`src/rtl/ram_stream_reader.sv`:
```
// ram_stream_reader
//
// Burst read initiator for the data_ram read port. A start pulse latches a
// base address and a word count; the block then issues sequential reads,
// tags the returning words with a RD_LATENCY-deep valid pipeline, and buffers
// them in a small FIFO. The FIFO is presented downstream as a valid/ready
// stream.
//
// Reads are only issued while reads in flight plus buffered words are below
// FIFO_DEPTH. Because of this, every returning word has a reserved slot, and
// backpressure can never overflow the buffer.
//
// Ports
//   clk          single clock, also the RAM port clock
//   rst          asynchronous active-high reset
//   start        begin a burst (only looked at in IDLE)
//   base_addr    first word address, latched on start
//   length       number of words (0 .. 2^ADDR_W), latched on start
//   busy         burst in progress (RUN or DRAIN)
//   done         one-cycle completion pulse
//   ram_address  RAM read address
//   ram_rden     RAM read enable
//   ram_q        RAM read data, valid RD_LATENCY edges after ram_rden is sampled
//   out_data     stream data (FIFO head, zero when empty)
//   out_valid    stream valid
//   out_ready    stream ready; a word moves when out_valid && out_ready

module ram_stream_reader #(
  parameter int ADDR_W     = 17,
  parameter int DATA_W     = 24,
  parameter int RD_LATENCY = 2,
  parameter int FIFO_DEPTH = 4
) (
  input  logic              clk,
  input  logic              rst,
  input  logic              start,
  input  logic [ADDR_W-1:0] base_addr,
  input  logic [ADDR_W:0]   length,
  output logic              busy,
  output logic              done,
  output logic [ADDR_W-1:0] ram_address,
  output logic              ram_rden,
  input  logic [DATA_W-1:0] ram_q,
  output logic [DATA_W-1:0] out_data,
  output logic              out_valid,
  input  logic              out_ready
);

  localparam int PTR_W = $clog2(FIFO_DEPTH);
  localparam int CNT_W = $clog2(FIFO_DEPTH + 1);
  localparam int LAT_W = $clog2(RD_LATENCY + 1);
  localparam int OCC_W = CNT_W + LAT_W;

  localparam logic [OCC_W-1:0] DEPTH_OCC = OCC_W'(FIFO_DEPTH);
  localparam logic [ADDR_W:0]  ONE       = {{ADDR_W{1'b0}}, 1'b1};
  localparam logic [PTR_W-1:0] PTR_ONE   = {{(PTR_W-1){1'b0}}, 1'b1};

  typedef enum logic [1:0] {
    IDLE,
    RUN,
    DRAIN,
    DONE
  } state_t;

  // Burst control state.
  state_t            state_reg;
  logic [ADDR_W-1:0] base_reg;
  logic [ADDR_W:0]   length_reg;
  logic [ADDR_W:0]   issued_reg;

  // Return path and buffer state.
  logic [RD_LATENCY-1:0] tag_reg;
  logic [LAT_W-1:0]      inflight_reg;
  logic [LAT_W-1:0]      inflight_next;
  logic [CNT_W-1:0]      count_reg;
  logic [CNT_W-1:0]      count_next;
  logic [PTR_W-1:0]      wr_ptr_reg;
  logic [PTR_W-1:0]      rd_ptr_reg;
  logic [DATA_W-1:0]     fifo_mem [FIFO_DEPTH];

  logic [OCC_W-1:0] occupancy;
  logic             issue;
  logic             last_issue;
  logic             wr_en;
  logic             pop;
  logic             head_valid;

  always_comb begin
    // Occupancy comes from registered counters only. A pop in this cycle
    // therefore frees its slot one cycle later, and that keeps the credit
    // check conservative.
    occupancy     = OCC_W'(inflight_reg) + OCC_W'(count_reg);
    issue         = (state_reg == RUN) && (issued_reg < length_reg) &&
                    (occupancy < DEPTH_OCC);
    last_issue    = issue && ((issued_reg + ONE) == length_reg);
    wr_en         = tag_reg[RD_LATENCY-1];
    head_valid    = (count_reg != '0);
    pop           = head_valid && out_ready;
    inflight_next = inflight_reg + LAT_W'(issue) - LAT_W'(wr_en);
    count_next    = count_reg + CNT_W'(wr_en) - CNT_W'(pop);
  end

  // The address counter is ADDR_W+1 bits, but only the low bits reach the
  // RAM. Because of this, a burst wraps from the top of the address space to 0.
  assign ram_rden    = issue;
  assign ram_address = base_reg + issued_reg[ADDR_W-1:0];

  // The head is shown directly from the register array. It cannot change
  // while it is valid and not popped, because writes only go to the tail.
  assign out_valid = head_valid;
  assign out_data  = head_valid ? fifo_mem[rd_ptr_reg] : '0;

  assign busy = (state_reg == RUN) || (state_reg == DRAIN);
  assign done = (state_reg == DONE);

  // Control FSM
  always_ff @(posedge clk or posedge rst) begin
    if (rst) begin
      state_reg  <= IDLE;
      base_reg   <= '0;
      length_reg <= '0;
      issued_reg <= '0;
    end else begin
      case (state_reg)
        IDLE: begin
          if (start) begin
            base_reg   <= base_addr;
            length_reg <= length;
            issued_reg <= '0;
            state_reg  <= (length == '0) ? DONE : RUN;
          end
        end
        RUN: begin
          if (issue) begin
            issued_reg <= issued_reg + ONE;
            if (last_issue) begin
              state_reg <= DRAIN;
            end
          end
        end
        DRAIN: begin
          // Leave on the edge that moves the final word downstream. The done
          // pulse then appears in the very next cycle.
          if ((inflight_next == '0) && (count_next == '0)) begin
            state_reg <= DONE;
          end
        end
        DONE: begin
          state_reg <= IDLE;
        end
        default: begin
          state_reg <= IDLE;
        end
      endcase
    end
  end

  // Tag pipeline: bit k is high when the read issued k+1 cycles ago is on its
  // way. The last stage lines up with valid ram_q. Clearing it on reset
  // drops any data still coming back from reads issued before the reset.
  always_ff @(posedge clk or posedge rst) begin
    if (rst) begin
      tag_reg <= '0;
    end else begin
      tag_reg[0] <= issue;
      for (int i = 1; i < RD_LATENCY; i++) begin
        tag_reg[i] <= tag_reg[i-1];
      end
    end
  end

  // FIFO bookkeeping
  always_ff @(posedge clk or posedge rst) begin
    if (rst) begin
      inflight_reg <= '0;
      count_reg    <= '0;
      wr_ptr_reg   <= '0;
      rd_ptr_reg   <= '0;
    end else begin
      inflight_reg <= inflight_next;
      count_reg    <= count_next;
      if (wr_en) begin
        wr_ptr_reg <= wr_ptr_reg + PTR_ONE;
      end
      if (pop) begin
        rd_ptr_reg <= rd_ptr_reg + PTR_ONE;
      end
    end
  end

  // FIFO storage has no reset. Contents are only visible through out_data
  // while count is non-zero.
  always_ff @(posedge clk) begin
    if (wr_en) begin
      fifo_mem[wr_ptr_reg] <= ram_q;
    end
  end

endmodule
```
`config.mk`:
```
export PLATFORM = sky130hd
export DESIGN_NAME = ram_stream_reader
export DESIGN_NICKNAME = d
export VERILOG_FILES = /design/src/rtl/ram_stream_reader.sv
export SDC_FILE = /design/constraint.sdc
export NUM_CORES = 1
export LEC_CHECK = 0
export BUFFER_PORTS_ARGS = -buffer_cell sky130_fd_sc_hd__buf_2
export CORE_MARGIN = 5
export CORE_UTILIZATION = 59
export CTS_CLUSTER_DIAMETER = 60
export CTS_CLUSTER_SIZE = 30
export DETAILED_ROUTE_END_ITERATION = 12
export GPL_ROUTABILITY_DRIVEN = 0
export PLACE_DENSITY = 0.81
export RECOVER_POWER = 50
export SLEW_MARGIN = 20
export SYNTH_ARGS = -nofsm -noshare
export SYNTH_HDL_FRONTEND = slang
export SYNTH_SLANG_ARGS = --single-unit
```
`constraint.sdc`:
```
create_clock -name clk -period 4.2 [get_ports clk]
set_input_delay 0.84 -clock clk [delete_from_list [all_inputs] [get_ports clk]]
set_output_delay 0.84 -clock clk [all_outputs]
set_load 0.05 [all_outputs]
```
==> impl_metrics.py <==
metrics = {
    "outcome": {
        "status": "finished, violations left",
        "violations": "max-capacitance violations, max-slew violations",
    },
    "clock_tree": {
        "clk_pin_slew_ns": 0.06,
        "clockBufferDepth": 2,
        "cts_made_buffers": 17,
        "cts_tree": "built",
        "clock_latency_ns": 0.43,
        "clock_tree.root_cell": "clkbuf_16",
        "cts.sinks": 162,
        "htree_levels": 4,
    },
    "cells_and_area": {
        "largest_reg_flops": 96,
        "drive_gt1_frac": 0.2807,
        "nets": 873,
        "fill_cells": 1010,
        "stdcell_count": 957,
        "multi_input_area_um2": 3764,
        "area_growth_syn_to_layout_pct": 14.93,
        "final_util": 0.6856,
        "seq_area_um2": 4538,
        "antenna_cells": 0,
    },
    "sta": {
        "rsz0062_at_grt": "no",
        "tightestPinTransition_ns": 1.601,
        "fin_crit_ns": 4.025,
        "finalCritPeriodShare": 0.9583,
        "maxSlewHeadroom": -0.06749,
        "finalSetupViolCount": 0,
        "finalHoldViolations": 0,
        "fin_tns_setup_ns": 0,
        "drv_slew": 118,
        "timing.fmax_mhz": 248.4,
        "fin_skew_ns": 0.009269,
    },
    "die": {
        "die_h_um": 130.8,
        "start_util": 0.5965,
        "core_area_um2": 14420,
        "num_rows": 44,
        "die_area_um2": 17100,
        "ioPinCount": 108,
        "die_w_um": 130.8,
    },
    "worst_setup_path": {
        "required_ns": 3.36,
        "worstPathArrival_ns": 3.18,
        "startpoint_type": "register",
        "crit_type": "register to output port",
        "cp-startpoint": "issued_reg[0]$_DFFE_PP0P_",
        "crit_path_max_fanout": 7,
        "r2r-start": "issued_reg[12]$_DFFE_PP0P_",
        "cp-end-kind": "output port",
        "r2r_slack_ns": 0.25,
        "critPathCapture": "ram_address[16]",
        "r2r_cells": 13,
        "worstReg2RegEnd": "state_reg[0]$_DFFE_PP0P_",
    },
    "route": {
        "drt_iter0_drc": 401,
        "vias_per_cell": 5.987,
        "drtAntennaViolNets": 0,
        "avgRoutedWirePerCell_um": 19.98,
        "drc": 0,
        "drt_wl_total_mm": 19.12,
        "drtPass1Iterations": 5,
        "num_vias": 5730,
    },
    "global_routing": {
        "grt_overflow": 0,
        "first_global_vias": 5958,
        "grt_max_degree": 41,
        "antenna_found_initial": 0,
        "grt_use_total": 0.2361,
        "grt_pass1_wl_mm": 30.61,
    },
    "yosys": {
        "postSynth.asyncResetShare": 0.4074,
        "synth_ff_type": "edfxtp_1",
        "syn_nets": 759,
        "ys_seq_area_frac": 0.5270,
        "synth_top_area_frac": 0.3350,
        "ys_top_cells_by_area": "edfxtp_1 34%, dfrtp_1 19%, ha_1 7.0%",
        "syn_avg_cell_area_um2": 13.32,
        "synthDistinctLibCells": 62,
        "synth_top_cell_by_area": "edfxtp_1",
        "synthXorXnorAreaFrac": 0.04784,
        "syn_inst": 646,
        "synthAdderAreaFrac": 0.07445,
        "synth_edf_count": 96,
        "synthSimpleGateAreaFrac": 0.1002,
        "syn_area_um2": 8605,
        "synth.area.mux_share": 0.1204,
        "synth-seq-cells": 162,
        "synth_top_family_by_area": "multiplexers",
        "synth-compound-area-share": 0.09365,
        "synth_warnings": 0,
    },
    "power_and_ir_drop": {
        "pwr-share-clk": 0.197,
        "power_frac_seq": 0.330,
        "p_comb_frac": 0.473,
        "power.leakage_nw": 4.035,
        "sw_frac_of_total": 0.4430,
        "power_density_nw_per_um2": 756.1,
        "p_total_mw": 7.477,
        "vdd_drop_max_mv": 0.5049,
        "p_int_mw": 4.165,
        "p_sw_mw": 3.313,
    },
    "hold_path": {
        "hold_path_class": "register to register",
        "min_from": "tag_reg[0]$_DFF_PP0_",
    },
    "placement": {
        "dp_hpwl_mm": 13.35,
        "portBuffers": 107,
        "placedCellCount": 924,
    },
    "flow_run": {
        "max-cap-violations": 4,
    },
}
## cell families (layout without fill, tap and decap cells)
group	Yosys count	count (layout)
XOR/XNOR	47	47
adder cells (fa/ha/maj)	50	50
buffers and inverters	71	198
multiplexers	69	69
AND/OR/NAND/NOR	148	148
AO/OA/AOI/OAI	99	99
flip-flops	162	162
## synth_stat cells, types with 2 or more instances
library cell and instances:
a31oi_1 11, buf_2 7, nor2_1 18, nand2_1 25, mux2_2 35, a31oi_4 8, a21boi_0 2, inv_1 37
edfxtp_1 96, nor2b_1 7, clkbuf_1 17, or4_1 3, nand2b_1 5, a21oi_2 2, a21o_1 8, o31ai_1 4
o211ai_1 3, and4_1 7, nand4_1 5, mux4_2 24, a211o_1 3, o21ai_0 13, a21oi_1 21, a211oi_1 2
xnor2_1 33, o21a_1 4, buf_4 2, fa_1 2, xor2_1 14, nor4b_1 3, a41oi_1 5, nand3_1 10
or3_1 4, nor4_1 6, o21ai_2 2, a31o_2 2, dfrtp_1 66, buf_6 2, and3_1 8, nor3_1 10
ha_1 48, mux2i_1 9, buf_1 4, and2_1 31
## how the worst min path moves through the flow
stage / endpoint / cells after the start
final: tag_reg[1]$_DFF_PP0_ / 0
after global routing: tag_reg[1]$_DFF_PP0_ / 0
after CTS: tag_reg[1]$_DFF_PP0_ / 0
after detailed placement: tag_reg[1]$_DFF_PP0_ / 0
after global placement: tag_reg[1]$_DFF_PP0_ / 0
after floorplan: tag_reg[1]$_DFF_PP0_ / 0
## layer usage
layer / share of wire / routed length, um / vias up / GRT usage
met4: 0.027 / 524 / 0 / 0.08530
met2: 0.51 / 9683 / 200 / 0.4020
met1: 0.41 / 7896 / 2853 / 0.2965
li1: - / - / 2640 / -
met3: 0.053 / 1019 / 37 / 0.05569
met5: 0 / 0 / - / 0
## what timing repair did
action,in CTS,in global routing
setup buffers,0,1
hold buffers,0,0
gates resized for setup,0,4
endpoints found under the setup margin,0,5
## worst max-delay path, stage by stage (launching register included)
cell	delay, ns
dfrtp_2	0.45
ha_1	0.23
inv_1	0.07
fa_1	0.21
nor2b_1	0.07
o31a_1	0.29
o211ai_1	0.32
a31oi_2	0.20
a211o_1	0.29
a21oi_1	0.17
xnor2_1	0.15
buf_2	0.29
## metrics by stage
stage          area, um^2  hold WS, ns  setup slack, ns
2_1_floorplan        8605       0.3312           0.2986
3_3_place_gp         9350       0.3326           0.3981
3_5_place_dp         9351       0.3355           0.1518
4_1_cts              9908       0.3502          0.05687
5_1_grt              9889       0.3698         0.002554
6_report             9889       0.3495           0.1750
## cell type report
cell class | instances | share of cell area
Sequential cell | 162 | 0.4589
Multi-Input combinational cell | 413 | 0.3806
Timing Repair Buffer | 128 | 0.06655
Clock buffer | 19 | 0.04378
Tap cell | 184 | 0.02328
Inverter | 38 | 0.01442
Clock inverter | 13 | 0.01253
## power by group through the flow
stage	Sequential, mW	Clock (mW)	Combinational, mW
after floorplan	2.27	0	2.97
after global placement	2.45	0	3.43
after detailed placement	2.49	0	3.54
after CTS	2.46	1.49	3.56
after global routing	2.52	1.57	3.80
final	2.46	1.47	3.54
## placed cells by master (no fill, tap or decap), types with 9 or more instances in the layout
cell / count
edfxtp_1: 96
buf_2: 82
dfrtp_1: 63
ha_1: 48
inv_1: 37
mux2_2: 35
xnor2_1: 33
clkbuf_1: 28
and2_1: 27
nand2_1: 25
mux4_2: 24
a21oi_1: 21
buf_4: 19
nor2_1: 18
clkbuf_16: 17
xor2_1: 14
o21ai_0: 13
nor3_1: 10
nand3_1: 10
a31oi_1: 10
mux2i_1: 9
Power figures use the tool's default switching activity.
